File: src/rtl/addsub_bist.sv
// Built-in self-test engine for a combinational 32-bit adder/subtractor.
// It drives directed vectors and then LFSR vectors, compares each sum and records failures.
module addsub_bist #(
  parameter int unsigned NUM_VECTORS   = 256,
  parameter int unsigned SETTLE_CYCLES = 1,
  parameter logic [31:0] SEED          = 32'h0000_0001
) (
  input  logic        clk,
  input  logic        rst,
  input  logic        start,
  input  logic [31:0] dut_sum,
  output logic [31:0] op_a,
  output logic [31:0] op_b,
  output logic        op_sub,
  output logic        busy,
  output logic        done,
  output logic        pass,
  output logic [15:0] err_count,
  output logic [15:0] first_fail
);

  localparam logic [31:0] LFSR_MASK   = 32'h8020_0003;
  localparam logic [31:0] SEED_EFF    = (SEED == 32'd0) ? 32'd1 : SEED;
  localparam logic [15:0] LAST_INDEX  = 16'(NUM_VECTORS - 1);
  localparam logic [3:0]  SETTLE_LOAD = 4'(SETTLE_CYCLES);

  typedef enum logic [2:0] {S_IDLE, S_APPLY, S_WAIT, S_CHECK, S_DONE} state_t;

  state_t      state;
  logic [15:0] index;
  logic [31:0] lfsr;
  logic [31:0] expected;
  logic [3:0]  settle;

  logic [31:0] vec_a;
  logic [31:0] vec_b;
  logic        vec_sub;
  logic [31:0] vec_expected;
  logic [31:0] lfsr_next;
  logic        mismatch;
  logic [15:0] err_next;

  // Indices 0-7 come from the directed table, everything above from the LFSR.
  always_comb begin
    vec_a   = lfsr;
    vec_b   = {lfsr[15:0], lfsr[31:16]};
    vec_sub = lfsr[0] ^ lfsr[31];
    if (index < 16'd8) begin
      unique case (index[2:0])
        3'd0: begin vec_a = 32'h0000_0000; vec_b = 32'h0000_0000; vec_sub = 1'b0; end
        3'd1: begin vec_a = 32'h0000_0001; vec_b = 32'h0000_0000; vec_sub = 1'b0; end
        3'd2: begin vec_a = 32'h0000_0002; vec_b = 32'h0000_0000; vec_sub = 1'b0; end
        3'd3: begin vec_a = 32'h0000_0002; vec_b = 32'h0000_0001; vec_sub = 1'b1; end
        3'd4: begin vec_a = 32'h0000_0002; vec_b = 32'h0000_0002; vec_sub = 1'b1; end
        3'd5: begin vec_a = 32'h0000_FFFF; vec_b = 32'h0000_0001; vec_sub = 1'b0; end
        3'd6: begin vec_a = 32'h0001_0000; vec_b = 32'h0000_0001; vec_sub = 1'b1; end
        3'd7: begin vec_a = 32'hFFFF_FFFF; vec_b = 32'hFFFF_FFFF; vec_sub = 1'b0; end
      endcase
    end
  end

  assign vec_expected = vec_sub ? (vec_a - vec_b) : (vec_a + vec_b);
  assign lfsr_next    = {1'b0, lfsr[31:1]} ^ (lfsr[0] ? LFSR_MASK : 32'd0);
  assign mismatch     = (dut_sum != expected);
  assign err_next     = (err_count == 16'hFFFF) ? err_count : err_count + 16'd1;

  // Sequencer: every vector spends one cycle in APPLY, SETTLE_CYCLES in WAIT and one in CHECK.
  always_ff @(posedge clk) begin
    if (rst) begin
      state      <= S_IDLE;
      op_a       <= 32'd0;
      op_b       <= 32'd0;
      op_sub     <= 1'b0;
      busy       <= 1'b0;
      done       <= 1'b0;
      pass       <= 1'b0;
      err_count  <= 16'd0;
      first_fail <= 16'hFFFF;
      lfsr       <= SEED_EFF;
      index      <= 16'd0;
      expected   <= 32'd0;
      settle     <= 4'd0;
    end else begin
      unique case (state)
        S_IDLE, S_DONE: begin
          if (start) begin
            err_count  <= 16'd0;
            first_fail <= 16'hFFFF;
            index      <= 16'd0;
            lfsr       <= SEED_EFF;
            done       <= 1'b0;
            pass       <= 1'b0;
            busy       <= 1'b1;
            state      <= S_APPLY;
          end
        end
        S_APPLY: begin
          op_a     <= vec_a;
          op_b     <= vec_b;
          op_sub   <= vec_sub;
          expected <= vec_expected;
          if (index >= 16'd8) begin
            lfsr <= lfsr_next;
          end
          settle <= SETTLE_LOAD;
          state  <= S_WAIT;
        end
        S_WAIT: begin
          settle <= settle - 4'd1;
          if (settle <= 4'd1) begin
            state <= S_CHECK;
          end
        end
        S_CHECK: begin
          // A zero error count means this mismatch is the first one of the run.
          if (mismatch) begin
            err_count <= err_next;
            if (err_count == 16'd0) begin
              first_fail <= index;
            end
          end
          if (index == LAST_INDEX) begin
            busy  <= 1'b0;
            done  <= 1'b1;
            pass  <= !mismatch && (err_count == 16'd0);
            state <= S_DONE;
          end else begin
            index <= index + 16'd1;
            state <= S_APPLY;
          end
        end
        default: state <= S_IDLE;
      endcase
    end
  end

endmodule
File: config.mk
export PLATFORM = sky130hd
export DESIGN_NAME = addsub_bist
export DESIGN_NICKNAME = d
export VERILOG_FILES = /design/src/rtl/addsub_bist.sv
export SDC_FILE = /design/constraint.sdc
export NUM_CORES = 1
export LEC_CHECK = 0
export ABC_CLOCK_PERIOD_IN_PS = 9200
export CAP_MARGIN = 25
export CORE_MARGIN = 1.5
export CORE_UTILIZATION = 37
export CTS_CLUSTER_DIAMETER = 50
export DETAILED_ROUTE_END_ITERATION = 8
export SLEW_MARGIN = 40
export SYNTH_ARGS = -nofsm -noshare
export SYNTH_HDL_FRONTEND = slang
export SYNTH_SLANG_ARGS = --single-unit
File: constraint.sdc
create_clock -name clk -period 9.2 [get_ports clk]
set_clock_uncertainty 0.1 [all_clocks]
set_input_delay 2.3 -clock clk [delete_from_list [all_inputs] [get_ports clk]]
set_output_delay 2.3 -clock clk [all_outputs]
set_load 0.03 [all_outputs]
==> out/metrics.json <==
{
  "worst_setup_path": {
    "timing.critical_path.arrival_ns": 6.11,
    "worst_r2r_path_depth": 19,
    "timing_worst_setup_path_type": "register to register",
    "worst_setup_path_end_kind": "register",
    "crit_path_max_fanout": 57,
    "rr_endpoint": "expected[27]",
    "regToRegSetupSlack_ns": 3.30,
    "timing.critical_path.required_ns": 9.40,
    "timing.critical_path.from_type": "register",
    "worstReg2RegStart": "index[8]"
  },
  "grt": {
    "groute.usage.overall_pct": 20.9,
    "grt_antenna_before_repair": 0,
    "grt_max_degree": 115,
    "grt_first_pass_wirelength_mm": 47.4,
    "via_count_of_the_first_global_routing_pass": 8722,
    "global_route.overflow_total": 0
  },
  "placement": {
    "gp_routability_congestion": 0.922,
    "portBuffers": 134,
    "hpwlAfterDp_mm": 21.9
  },
  "cts": {
    "tritoncts": "yes",
    "cts_root_cell": "sky130_fd_sc_hd__clkbuf_16",
    "clk_pin_slew_worst_paths_ns": 0.08,
    "post_cts_setup_inserts": 0,
    "holdBufCountCts": 0,
    "cts_buffers": 17,
    "cts.sinks": 181,
    "postCtsResizedCells": 0,
    "maximum_root_to_sink_buffer_count": 2,
    "cts-htree-levels": 4,
    "clock_insertion_delay_worst_skew_ns": 0.44
  },
  "drt": {
    "drcViolationCount": 0,
    "drt_pass1_iterations": 5,
    "drt-vias-per-instance": 5.35,
    "drtAntennaViolNets": 0,
    "drt_iter0_drc": 667,
    "totalWireLength_mm": 29.9,
    "wire_per_inst_um": 17.2,
    "via_count": 9337
  },
  "power": {
    "power.density_nw_per_um2": 167,
    "cellLeakagePower_nw": 4.61,
    "vdd_ir_drop_max_v": 0.000125
  },
  "die": {
    "row_count": 60,
    "coreArea_um2": 27000,
    "height_of_the_die_um": 169,
    "pin_count": 135,
    "area_enclosed_by_the_die_boundary_um2": 28600,
    "initial_utilization_pct": 37.8,
    "chipWidth_um": 169
  },
  "synthesis": {
    "yosys_register_bits": 181,
    "synth_sequential_area_ratio_pct": 35.5,
    "synth-edff-count": 0,
    "syn_nets": 1395,
    "synth_top_area_share_pct": 35.5,
    "distinct_cell_type_count_after_synthesis": 63,
    "synthArstFlopShare_pct": 0,
    "post_synth_main_area_contributors": "sky130_fd_sc_hd__dfxtp_1 36%, sky130_fd_sc_hd__nand2_1 8.4%, sky130_fd_sc_hd__a21oi_1 7.0%",
    "syn-instance-count": 1316,
    "most_used_flip_flop_cell_after_synthesis": "sky130_fd_sc_hd__dfxtp_1",
    "netlist.top_cell.by_area": "sky130_fd_sc_hd__dfxtp_1",
    "ys_warn_count": 0,
    "post_synth.cell_area_avg_um2": 7.75,
    "synth.cell_area_um2": 10200
  },
  "layout": {
    "layout_commonest_cell": "sky130_fd_sc_hd__nand2_1",
    "num-nets-final": 1470,
    "multi_input_gate_area_um2": 6070,
    "antenna_cells": 0,
    "sequential_cell_area_um2": 3620,
    "layout_common_cells": "227 x sky130_fd_sc_hd__nand2_1, 181 x sky130_fd_sc_hd__dfxtp_1, 142 x sky130_fd_sc_hd__a21oi_1",
    "finalCoreUtilization_pct": 45.6,
    "layout_cell_share_with_drive_strength_beyond_1_pct": 5.34,
    "filler_cell_count": 2711,
    "synthToLayoutAreaGrowth_pct": 20.9
  },
  "timing": {
    "timing.final.hold_violations": 0,
    "post-route-min-period_ns": 5.90,
    "relSlewSlack_pct": 44.9,
    "max_slew.worst_pin.slew_ns": 0.827,
    "rsz0062_at_grt": "false",
    "period_share_pct": 64.2,
    "fmax_mhz": 169,
    "setup_viol": 0,
    "final-max-slew-violation-count": 0,
    "final_tns_setup_ns": 0
  },
  "min_path": {
    "hold_path.class": "register to register",
    "holdPathStages": 2,
    "hold_path.startpoint": "op_a[7]",
    "endpoint_of_the_worst_hold_timing_path": "op_a[7]"
  },
  "outcome": {
    "outcome": "completed"
  },
  "run": {
    "timing.max_cap.violations": 0
  }
}
## report_power, final
part / internal [mW] / switching, mW
logic: 0.153 / 0.258
registers: 0.826 / 0.0369
clock network: 0.428 / 0.364
total: 1.41 / 0.659
## registers in the layout (all words and copies together) (netlist names), named ones only
| register | cells |
|---|---|
| done | 1 |
| err_count | 16 |
| first_fail | 16 |
| op_sub | 1 |
| index | 16 |
| op_b | 19 |
| state | 3 |
| settle | 4 |
| pass | 1 |
| busy | 1 |
| expected | 32 |
| lfsr | 32 |
| op_a | 31 |
## layout make-up
class	instances	share of cell area, %
inverter	34	1.03
multi-input combinational	1010	49.2
tap	341	3.46
timing repair buffer	147	11.7
clock buffer	18	3.56
sequential	181	29.4
clock inverter	14	1.66
## kinds of logic after synthesis
family                     Yosys count  synth area share [%]
DFF                                181                  35.5
AOI/OAI and AO/OA                  304                  18.5
xor gates and xnor gates           106                  9.10
adders and majority gates           44                  5.47
and+or+nand+nor                    537                  24.3
muxes                               19                  1.86
buffers and inverters              125                  5.22
## metal layers
layer / wire length (um) / vias to the layer above / GRT usage (%) / share of wire, %
met5: 0 / - / 0 / 0
met4: 520 / 0 / 5.62 / 1.7
met3: 1390 / 31 / 2.83 / 4.6
met2: 13600 / 248 / 33.6 / 45
met1: 14400 / 4338 / 29.3 / 48
li1: - / 4720 / - / -
## metrics by stage
| stage | std cells | hold slack [ns] | total power [mW] | instance area [um2] | setup slack, ns |
|---|---|---|---|---|---|
| 2_1_floorplan | 1316 | 0.344 | 1.15 | 10200 | 3.95 |
| 5_1_grt | 1745 | 0.382 | 2.16 | 12300 | 2.91 |
| 6_report | 1745 | 0.356 | 2.07 | 12300 | 3.30 |
| 3_5_place_dp | 1713 | 0.349 | 1.29 | 11700 | 3.38 |
| 3_3_place_gp | 1713 | 0.349 | 1.29 | 11700 | 3.55 |
| 4_1_cts | 1745 | 0.361 | 2.09 | 12300 | 3.32 |
## worst max-delay path, stage by stage, from the launching register on
cell and delay [ns]:
sky130_fd_sc_hd__dfxtp_1 0.35, sky130_fd_sc_hd__or4_1 0.63, sky130_fd_sc_hd__or4_4 0.82, sky130_fd_sc_hd__nand2_1 0.19, sky130_fd_sc_hd__a21boi_0 0.36, sky130_fd_sc_hd__ha_1 0.39, sky130_fd_sc_hd__o2111ai_4 0.21, sky130_fd_sc_hd__o31ai_1 0.35
sky130_fd_sc_hd__xnor2_1 0.16, sky130_fd_sc_hd__a21oi_1 0.10, sky130_fd_sc_hd__ha_1 0.39, sky130_fd_sc_hd__a21o_1 0.18, sky130_fd_sc_hd__a21o_1 0.17, sky130_fd_sc_hd__a21o_1 0.21, sky130_fd_sc_hd__a21o_1 0.17, sky130_fd_sc_hd__or2_2 0.31
sky130_fd_sc_hd__a21o_1 0.18, sky130_fd_sc_hd__a211oi_1 0.24, sky130_fd_sc_hd__o31ai_1 0.09, sky130_fd_sc_hd__nor2b_1 0.15
## cell usage after synthesis, types with 20 or more instances
| library cell | instances |
|---|---|
| sky130_fd_sc_hd__xnor2_1 | 73 |
| sky130_fd_sc_hd__xor2_1 | 33 |
| sky130_fd_sc_hd__nand2_1 | 227 |
| sky130_fd_sc_hd__o21ai_0 | 37 |
| sky130_fd_sc_hd__ha_1 | 43 |
| sky130_fd_sc_hd__nor2_1 | 112 |
| sky130_fd_sc_hd__a21oi_1 | 143 |
| sky130_fd_sc_hd__nor3_1 | 20 |
| sky130_fd_sc_hd__a211oi_1 | 31 |
| sky130_fd_sc_hd__nand3_1 | 58 |
| sky130_fd_sc_hd__clkbuf_1 | 59 |
| sky130_fd_sc_hd__inv_1 | 34 |
| sky130_fd_sc_hd__dfxtp_1 | 181 |
## worst max-delay path by stage
stage | from | end | cells after the start
6_report | index[8] | expected[27] | 19
5_1_grt | index[8] | expected[30] | 19
4_1_cts | index[8] | expected[27] | 19
3_5_place_dp | index[8] | expected[27] | 19
3_3_place_gp | index[15] | expected[27] | 19
2_1_floorplan | index[11] | expected[27] | 21
Note: power is estimated with default switching activity, not from simulation.
